--- config.mk ---
export PLATFORM = sky130hd
export DESIGN_NAME = autosym_reducer
export DESIGN_NICKNAME = d
export VERILOG_FILES = /design/src/rtl/autosym_pkg.sv /design/src/rtl/autosym_parity.sv /design/src/rtl/autosym_reducer.sv
export SDC_FILE = /design/constraint.sdc
export NUM_CORES = 1
export LEC_CHECK = 0
export ABC_AREA = 1
export BUFFER_PORTS_ARGS = -buffer_cell sky130_fd_sc_hd__buf_2
export CORE_MARGIN = 3
export CORE_UTILIZATION = 40
export DETAILED_ROUTE_END_ITERATION = 12
export SYNTH_ARGS = -nofsm -noshare
export SYNTH_HDL_FRONTEND = slang
export SYNTH_SLANG_ARGS = --single-unit
--- constraint.sdc ---
create_clock -name clk -period 4.6 [get_ports clk]
set_input_delay 0.69 -clock clk [delete_from_list [all_inputs] [get_ports clk]]
set_output_delay 0.69 -clock clk [all_outputs]
set_load 0.02 [all_outputs]
--- src/rtl/autosym_pkg.sv ---
// Shared types and defaults for the autosym input-reduction block.
package autosym_pkg;

    localparam int unsigned N_IN_DEF  = 16;
    localparam int unsigned N_OUT_DEF = 7;
    localparam int unsigned VC_W      = 16;

    typedef enum logic [1:0] {
        ST_CFG   = 2'd0,
        ST_RUN   = 2'd1,
        ST_DRAIN = 2'd2
    } state_e;

    // Config address width: rows 0..n_out-1 plus one offset slot at n_out.
    function automatic int unsigned aw_calc(input int unsigned n_out);
        return (n_out < 1) ? 1 : $clog2(n_out + 1);
    endfunction

endpackage

--- src/rtl/autosym_parity.sv ---
// One output bit of the reduction: parity of the masked input, flipped by the offset bit.
module autosym_parity #(
    parameter int unsigned N_IN = 16
) (
    input  logic [N_IN-1:0] i_row,
    input  logic [N_IN-1:0] i_data,
    input  logic            i_ofs,
    output logic            o_par_c
);

    assign o_par_c = (^(i_row & i_data)) ^ i_ofs;

endmodule

--- src/rtl/autosym_reducer.sv ---
// Affine GF(2) reduction of an N_IN-bit vector onto N_OUT bits, with a
// configurable matrix/offset and a CFG/RUN/DRAIN streaming controller.
module autosym_reducer
    import autosym_pkg::*;
#(
    parameter  int unsigned N_IN  = N_IN_DEF,
    parameter  int unsigned N_OUT = N_OUT_DEF,
    localparam int unsigned AW    = aw_calc(N_OUT)
) (
    input  logic             clk,
    input  logic             rst_n,
    input  logic             cfg_we,
    input  logic [AW-1:0]    cfg_addr,
    input  logic [N_IN-1:0]  cfg_data,
    input  logic             start,
    input  logic             stop,
    input  logic             in_valid,
    output logic             in_ready,
    input  logic [N_IN-1:0]  in_data,
    output logic             out_valid,
    input  logic             out_ready,
    output logic [N_OUT-1:0] out_data,
    output logic             busy,
    output logic [VC_W-1:0]  vec_count
);

    state_e            r_state;
    state_e            w_next_state;
    logic              w_in_ready;
    logic              r_out_valid;
    logic [N_OUT-1:0]  r_out_data;
    logic [VC_W-1:0]   r_vec_count;
    logic [N_IN-1:0]   r_row [N_OUT];
    logic [N_OUT-1:0]  r_ofs;
    logic [N_OUT-1:0]  w_result;
    logic              w_accept;
    logic              w_out_hs;
    logic              w_cfg_wr;
    logic              w_start_cfg;

    for (genvar j = 0; j < N_OUT; j++) begin : g_par
        autosym_parity #(.N_IN(N_IN)) u_parity (
            .i_row   (r_row[j]),
            .i_data  (in_data),
            .i_ofs   (r_ofs[j]),
            .o_par_c (w_result[j])
        );
    end

    assign w_accept    = in_valid && w_in_ready;
    assign w_out_hs    = r_out_valid && out_ready;
    assign w_cfg_wr    = (r_state == ST_CFG) && cfg_we;
    assign w_start_cfg = (r_state == ST_CFG) && start;

    // State register
    always_ff @(posedge clk or negedge rst_n) begin
        if (!rst_n) begin
            r_state <= ST_CFG;
        end else begin
            r_state <= w_next_state;
        end
    end

    // Next state and upstream ready; DRAIN exits once nothing is left to hand off
    always_comb begin
        w_next_state = r_state;
        w_in_ready   = 1'b0;
        case (r_state)
            ST_CFG: begin
                if (start) begin
                    w_next_state = ST_RUN;
                end
            end
            ST_RUN: begin
                w_in_ready = (!r_out_valid || out_ready) && !stop;
                if (stop) begin
                    w_next_state = ST_DRAIN;
                end
            end
            ST_DRAIN: begin
                if (!r_out_valid || out_ready) begin
                    w_next_state = ST_CFG;
                end
            end
            default: begin
                w_next_state = ST_CFG;
            end
        endcase
    end

    // Output slot: a new accept wins over a completing handshake
    always_ff @(posedge clk or negedge rst_n) begin
        if (!rst_n) begin
            r_out_valid <= 1'b0;
            r_out_data  <= '0;
        end else begin
            if (w_accept) begin
                r_out_valid <= 1'b1;
                r_out_data  <= w_result;
            end else if (w_out_hs) begin
                r_out_valid <= 1'b0;
            end
        end
    end

    // Completed-handshake counter, cleared when a run starts
    always_ff @(posedge clk or negedge rst_n) begin
        if (!rst_n) begin
            r_vec_count <= '0;
        end else if (w_start_cfg) begin
            r_vec_count <= '0;
        end else if (w_out_hs && (r_vec_count != {VC_W{1'b1}})) begin
            r_vec_count <= r_vec_count + VC_W'(1);
        end
    end

    // Matrix rows and offset; reset gives the identity projection
    always_ff @(posedge clk or negedge rst_n) begin
        if (!rst_n) begin
            for (int j = 0; j < N_OUT; j++) begin
                r_row[j] <= N_IN'(1) << j;
            end
            r_ofs <= '0;
        end else begin
            for (int j = 0; j < N_OUT; j++) begin
                if (w_cfg_wr && (cfg_addr == AW'(j))) begin
                    r_row[j] <= cfg_data;
                end
            end
            if (w_cfg_wr && (cfg_addr == AW'(N_OUT))) begin
                r_ofs <= cfg_data[N_OUT-1:0];
            end
        end
    end

    assign in_ready  = w_in_ready;
    assign out_valid = r_out_valid;
    assign out_data  = r_out_data;
    assign vec_count = r_vec_count;
    assign busy      = (r_state != ST_CFG);

endmodule

# Word level (Yosys, flattened, before mapping)
# Index checks and enable logic that the tools add are counted.
# classes
add_sub_neg	1
multipliers	0
n_div	0
magnitude_cmp	0
n_eq_ne	13
shift	0
n_mux	9
n_bitwise	14
reduce_logical	30
# ops
operator	count
$and A16 B16 Y16	7
$reduce_xor A16 Y1	7
$mux W16	2
$add A16 B1 Y16 const B	1
$ne A16 B16 Y1 const B	1
$logic_and A1 B1 Y1	14
$eq A3 B3 Y1 const B	4
$xor A1 B1 Y1	7
$eq A3 B2 Y1 const B	2
$mux W2	3
$ne A2 B2 Y1 const B	3
$pmux W2 S3	1
$reduce_bool A2 Y1	3
$eq A3 B1 Y1 const B	1
$logic_not A3 Y1	1
$mux W1	3
$reduce_and A3 Y1	1
$eq A2 B1 Y1 const B	1
$eq A2 B2 Y1 const B	1
$logic_not A1 Y1	2
$logic_not A2 Y1	1
$logic_or A1 B1 Y1	1
# totals
reg_bits	145
latch_bits	0
ram_bits	0
romBits	0
out_inout_bits	26
mem_count	0

# Longest topological paths before layout
# logic_depth
ltp_word	6
depth_mapped	13
ltp_nobuf	13

# Hierarchy
# From an unflattened synthesis, not the netlist that was laid out.
# hier_totals
cells_unflattened	1211
hier_area_um2	8665.8
# modules_own_cells
module	instances	cells_per_inst	area_each_um2	seq_area_each_um2
autosym_reducer	1	658	5941.9	3637.2
autosym_parity	7	79	389.1	0.0

# Worst setup path after synthesis
# OpenSTA, ideal clock, no wires.
# synth_timing
kind	input-to-output
startpoint	input port stop
endpoint	output port in_ready
arrival_time_ns	1.190
t_required_ns	3.910
slack_ns	2.720
cell_stages	3
path_buffers	0
path_cell_list	nor2_1 > inv_1 > nor2_1
# synth_via
elab_chain_cells	3
# synth_lines
item	line	rtl
from (decl)	autosym_reducer.sv:16	input logic stop,
$logic_not A1 Y1	autosym_reducer.sv:75	w_in_ready = (!r_out_valid || out_ready) && !stop;
$logic_and A1 B1 Y1	autosym_reducer.sv:75	
$mux W1	autosym_reducer.sv:68	case (r_state)
to (decl)	autosym_reducer.sv:18	output logic in_ready,
# Every way passes these cells.

# Worst setup path after layout
# layout_timing
startpoint	register r_state[1]
endpoint	output port in_ready
# layout_via
elab_chain_cells	2
# layout_lines
item	line	rtl
from (decl)	autosym_reducer.sv:27	state_e r_state;
from (signal assigned)	autosym_reducer.sv:60	r_state <= w_next_state;
$eq A2 B1 Y1	autosym_reducer.sv:68	
$mux W1	autosym_reducer.sv:68	
# Every way passes these cells.

==> Flow_metrics.wiki <==
{| class="wikitable"
! Metric !! Value
|-
| Root Buffer || sky130_fd_sc_hd__clkbuf_16
|-
| DRC violations left || 0
|-
| Worst endpoint required time || 3910 ps
|-
| Maximum clock frequency || 0.457 GHz
|-
| Diode count || 0
|-
| Commonest non-fill, non-tap cells in the layout || sky130_fd_sc_hd__nand2_1, sky130_fd_sc_hd__inv_1, sky130_fd_sc_hd__dfrtp_1
|-
| Total congestion overflow || 0
|-
| Cts-stage hold buffer count || 0
|-
| Met2 capacity usage during global routing || 30.5%
|-
| Primary flip-flop cell chosen by synthesis mapping || sky130_fd_sc_hd__dfrtp_1
|-
| Portion of netlist area occupied by mux cells || 0%
|-
| Worst-case clock buffer depth || 2
|-
| Final routed wirelength across all metal layers || 20200 µm
|-
| Xor and xnor area share after synthesis || 2.95%
|-
| Number of nets in the layout || 1333
|-
| HPWL Detailed || 14400 µm
|-
| Highest fanout seen on the critical path || 3
|-
| Max Clock Skew || 9.66 ps
|-
| Tightest slew margin relative to the limit || 20.7%
|-
| Global-route wire length before repair || 34400 µm
|-
| Post-route antenna net violation count || 0
|-
| Die width || 150 µm
|-
| Flip-flop and latch count after synthesis || 145
|-
| Most common library cell in the layout ignoring fill and taps || sky130_fd_sc_hd__nand2_1
|-
| Clock transition at path regs || 60 ps
|-
| Initial Util || 40.9%
|-
| Number of placement rows || 52
|-
| Area fraction in compound gates after synthesis || 8.79%
|-
| Yosys Warn Count || 0
|-
| Pin count of the biggest net entering global routing || 101
|-
| Final period demand of the worst path || 2190 ps
|-
| Violation count after the first detailed-routing iteration || 359
|-
| Share of synthesized area occupied by flip-flops and latches || 43.8%
|-
| Wire length per cell after detailed routing || 12.9 µm
|-
| Number of vias in the routed layout || 7394
|-
| Overall fraction of global-route tracks in use || 19.3%
|-
| Area fraction of the dominant cell type after synthesis || 41.6%
|-
| Y dimension of the die || 150 µm
|-
| Clock tree from TritonCTS || built
|-
| Post-CTS setup-driven buffer insertion count || 0
|-
| Total standard cell area after synthesis || 8300 µm²
|-
| Mean Syn Cell Area || 6.77 µm²
|-
| Placeable core region || 20300 µm²
|-
| Unrepaired setup endpoints after global routing || no
|-
| Hold Slack || 395 ps
|-
| Number of flops mapped to enable cells by yosys || 0
|-
| Floorplan die area || 22500 µm²
|-
| Slew @ Worst Pin || 1190 ps
|-
| Final setup violating endpoints || 0
|-
| Final Max Tran Viols || 0
|-
| H-tree Lvls || 4
|-
| Mapped Cells || 1225
|-
| Leakage power figure || 5.42 nW
|-
| Ys async rst share || 100%
|-
| Met1 global-route usage || 27.1%
|-
| Final RePlAce weighted congestion || 0.805
|-
| Final critical-path share of the clock period || 47.6%
|-
| Min-delay worst type || in2async
|-
| Initial antenna violation count || 0
|-
| Status || complete, no violations
|-
| CP Capture Type || output port
|-
| Routing layer with the top usage in global route || met2
|-
| Met3 Resource Use GR || 3.73%
|-
| Fraction of final layout cells sized beyond drive strength 1 || 9.92%
|-
| Number of clock sinks seen by CTS || 145
|-
| # port buffers || 67
|-
| Number of nets produced by synthesis || 1268
|-
| Path type of the worst setup path || reg2out
|-
| Number of iterations in the first detailed-routing pass || 5
|-
| Layout-stage area growth over the synthesis result || 14.9%
|-
| Number of hold-slack violations in the final timing report || 0
|-
| Final TNS setup || 0 ps
|-
| Cell accounting for the most synthesized area || sky130_fd_sc_hd__dfrtp_1
|-
| Insertion delay of the later-clocked pin in the worst-skew pair || 430 ps
|-
| Area share of fa/ha/maj cells after synthesis || 0.151%
|-
| Arrival @ worst endpoint || 1500 ps
|-
| Netlist cell types || 31
|-
| Dominant combinational cell family by area after synthesis || simple AND/OR/NAND/NOR gates
|-
| Number of global-route vias before repair || 6900
|-
| Io pins || 68
|-
| Final instance count without filler cells || 1571
|-
| Sort of element at the start of the critical path || flip-flop
|-
| Maximum ir drop on the vdd rail || 0.295 mV
|-
| Placed insts || 1541
|-
| Total clock buffers created by CTS || 17
|-
| Cells taking the most area after synthesis || sky130_fd_sc_hd__dfrtp_1, sky130_fd_sc_hd__nand2_1, sky130_fd_sc_hd__inv_1
|-
| CTS resizes || 0
|-
| Avg Vias per Cell || 4.71
|-
| Post-synthesis simple-gate area fraction || 36.0%
|-
| Power density of the placed cells || 639 nW/µm²
|-
| Max cap viols || 0
|}
[cells in the mapped netlist (6+ instances only)]
master and number:
sky130_fd_sc_hd__a21oi_1 36, sky130_fd_sc_hd__buf_2 6, sky130_fd_sc_hd__clkbuf_1 16, sky130_fd_sc_hd__dfrtp_1 138, sky130_fd_sc_hd__dfstp_2 7, sky130_fd_sc_hd__inv_1 145, sky130_fd_sc_hd__nand2_1 590, sky130_fd_sc_hd__nand3_1 68
sky130_fd_sc_hd__nand4_1 11, sky130_fd_sc_hd__nor2_1 46, sky130_fd_sc_hd__o21ai_0 99, sky130_fd_sc_hd__xnor2_1 11, sky130_fd_sc_hd__xor2_1 17
[routing by layer]
metal,share of wire (%),up-vias
li1,-,3922
met2,44,127
met1,51,3320
met5,0,-
met4,1.6,0
met3,3.3,25
[stage by stage]
| step | power, mW | area (µm²) | util, % | setup WS (ps) |
|---|---|---|---|---|
| global route | 6.73 | 9540 | 47.0 | 2270 |
| global placement | 4.51 | 8890 | 43.8 | 2270 |
| detailed placement | 4.61 | 8890 | 43.8 | 2180 |
| floorplan | 4.03 | 8300 | - | 2720 |
| finish | 6.09 | 9540 | 47.0 | 2410 |
| CTS | 6.15 | 9540 | 47.0 | 2390 |
[critical path, cell delays in order, from the launching register on]
cell and delay, ps:
sky130_fd_sc_hd__dfrtp_1 390, sky130_fd_sc_hd__nor2_1 110, sky130_fd_sc_hd__inv_1 50, sky130_fd_sc_hd__nor2_1 120, sky130_fd_sc_hd__inv_1 70, sky130_fd_sc_hd__nor2_1 150
sky130_fd_sc_hd__buf_2 190
[final timing paths]
check,start,to,slack (ps),depth (start not counted)
setup / recovery,r_state[1],in_ready,2410,6
hold / removal,rst_n,r_row[67],390,1
setup reg to reg,r_state[0],r_row[8],2490,6
hold reg to reg,out_data[3],out_data[3],480,2
max in group asynchronous,rst_n,r_row[21],3250,2
min in group clk,out_data[3],out_data[3],480,2
[kinds of logic after synthesis]
group	Yosys count
DFF	145
xor gates and xnor gates	28
buffers and inverters	174
AOI/OAI and AO/OA	141
adders and majority gates	1
and+or+nand+nor	736
[sequential cells by signal, indices dropped and copies added, names as in the netlist]
signal	count
vec_count	16
r_state	2
out_valid	1
out_data	7
r_ofs	7
r_row	112
[layout make-up]
class / instances / area, µm²
tap: 270 / 338
clock buffer: 22 / 494
sequential: 145 / 3640
fill: 2112 / 10800
multi-input combinational: 906 / 3980
clock inverter: 8 / 150
timing repair buffer: 74 / 394
inverter: 146 / 548
[power breakdown]
| part | switching (mW) | internal, mW |
|---|---|---|
| clock network | 0.541 | 0.976 |
| registers | 0.332 | 1.88 |
| logic | 1.50 | 0.862 |
(Power assumes the default switching activity.)
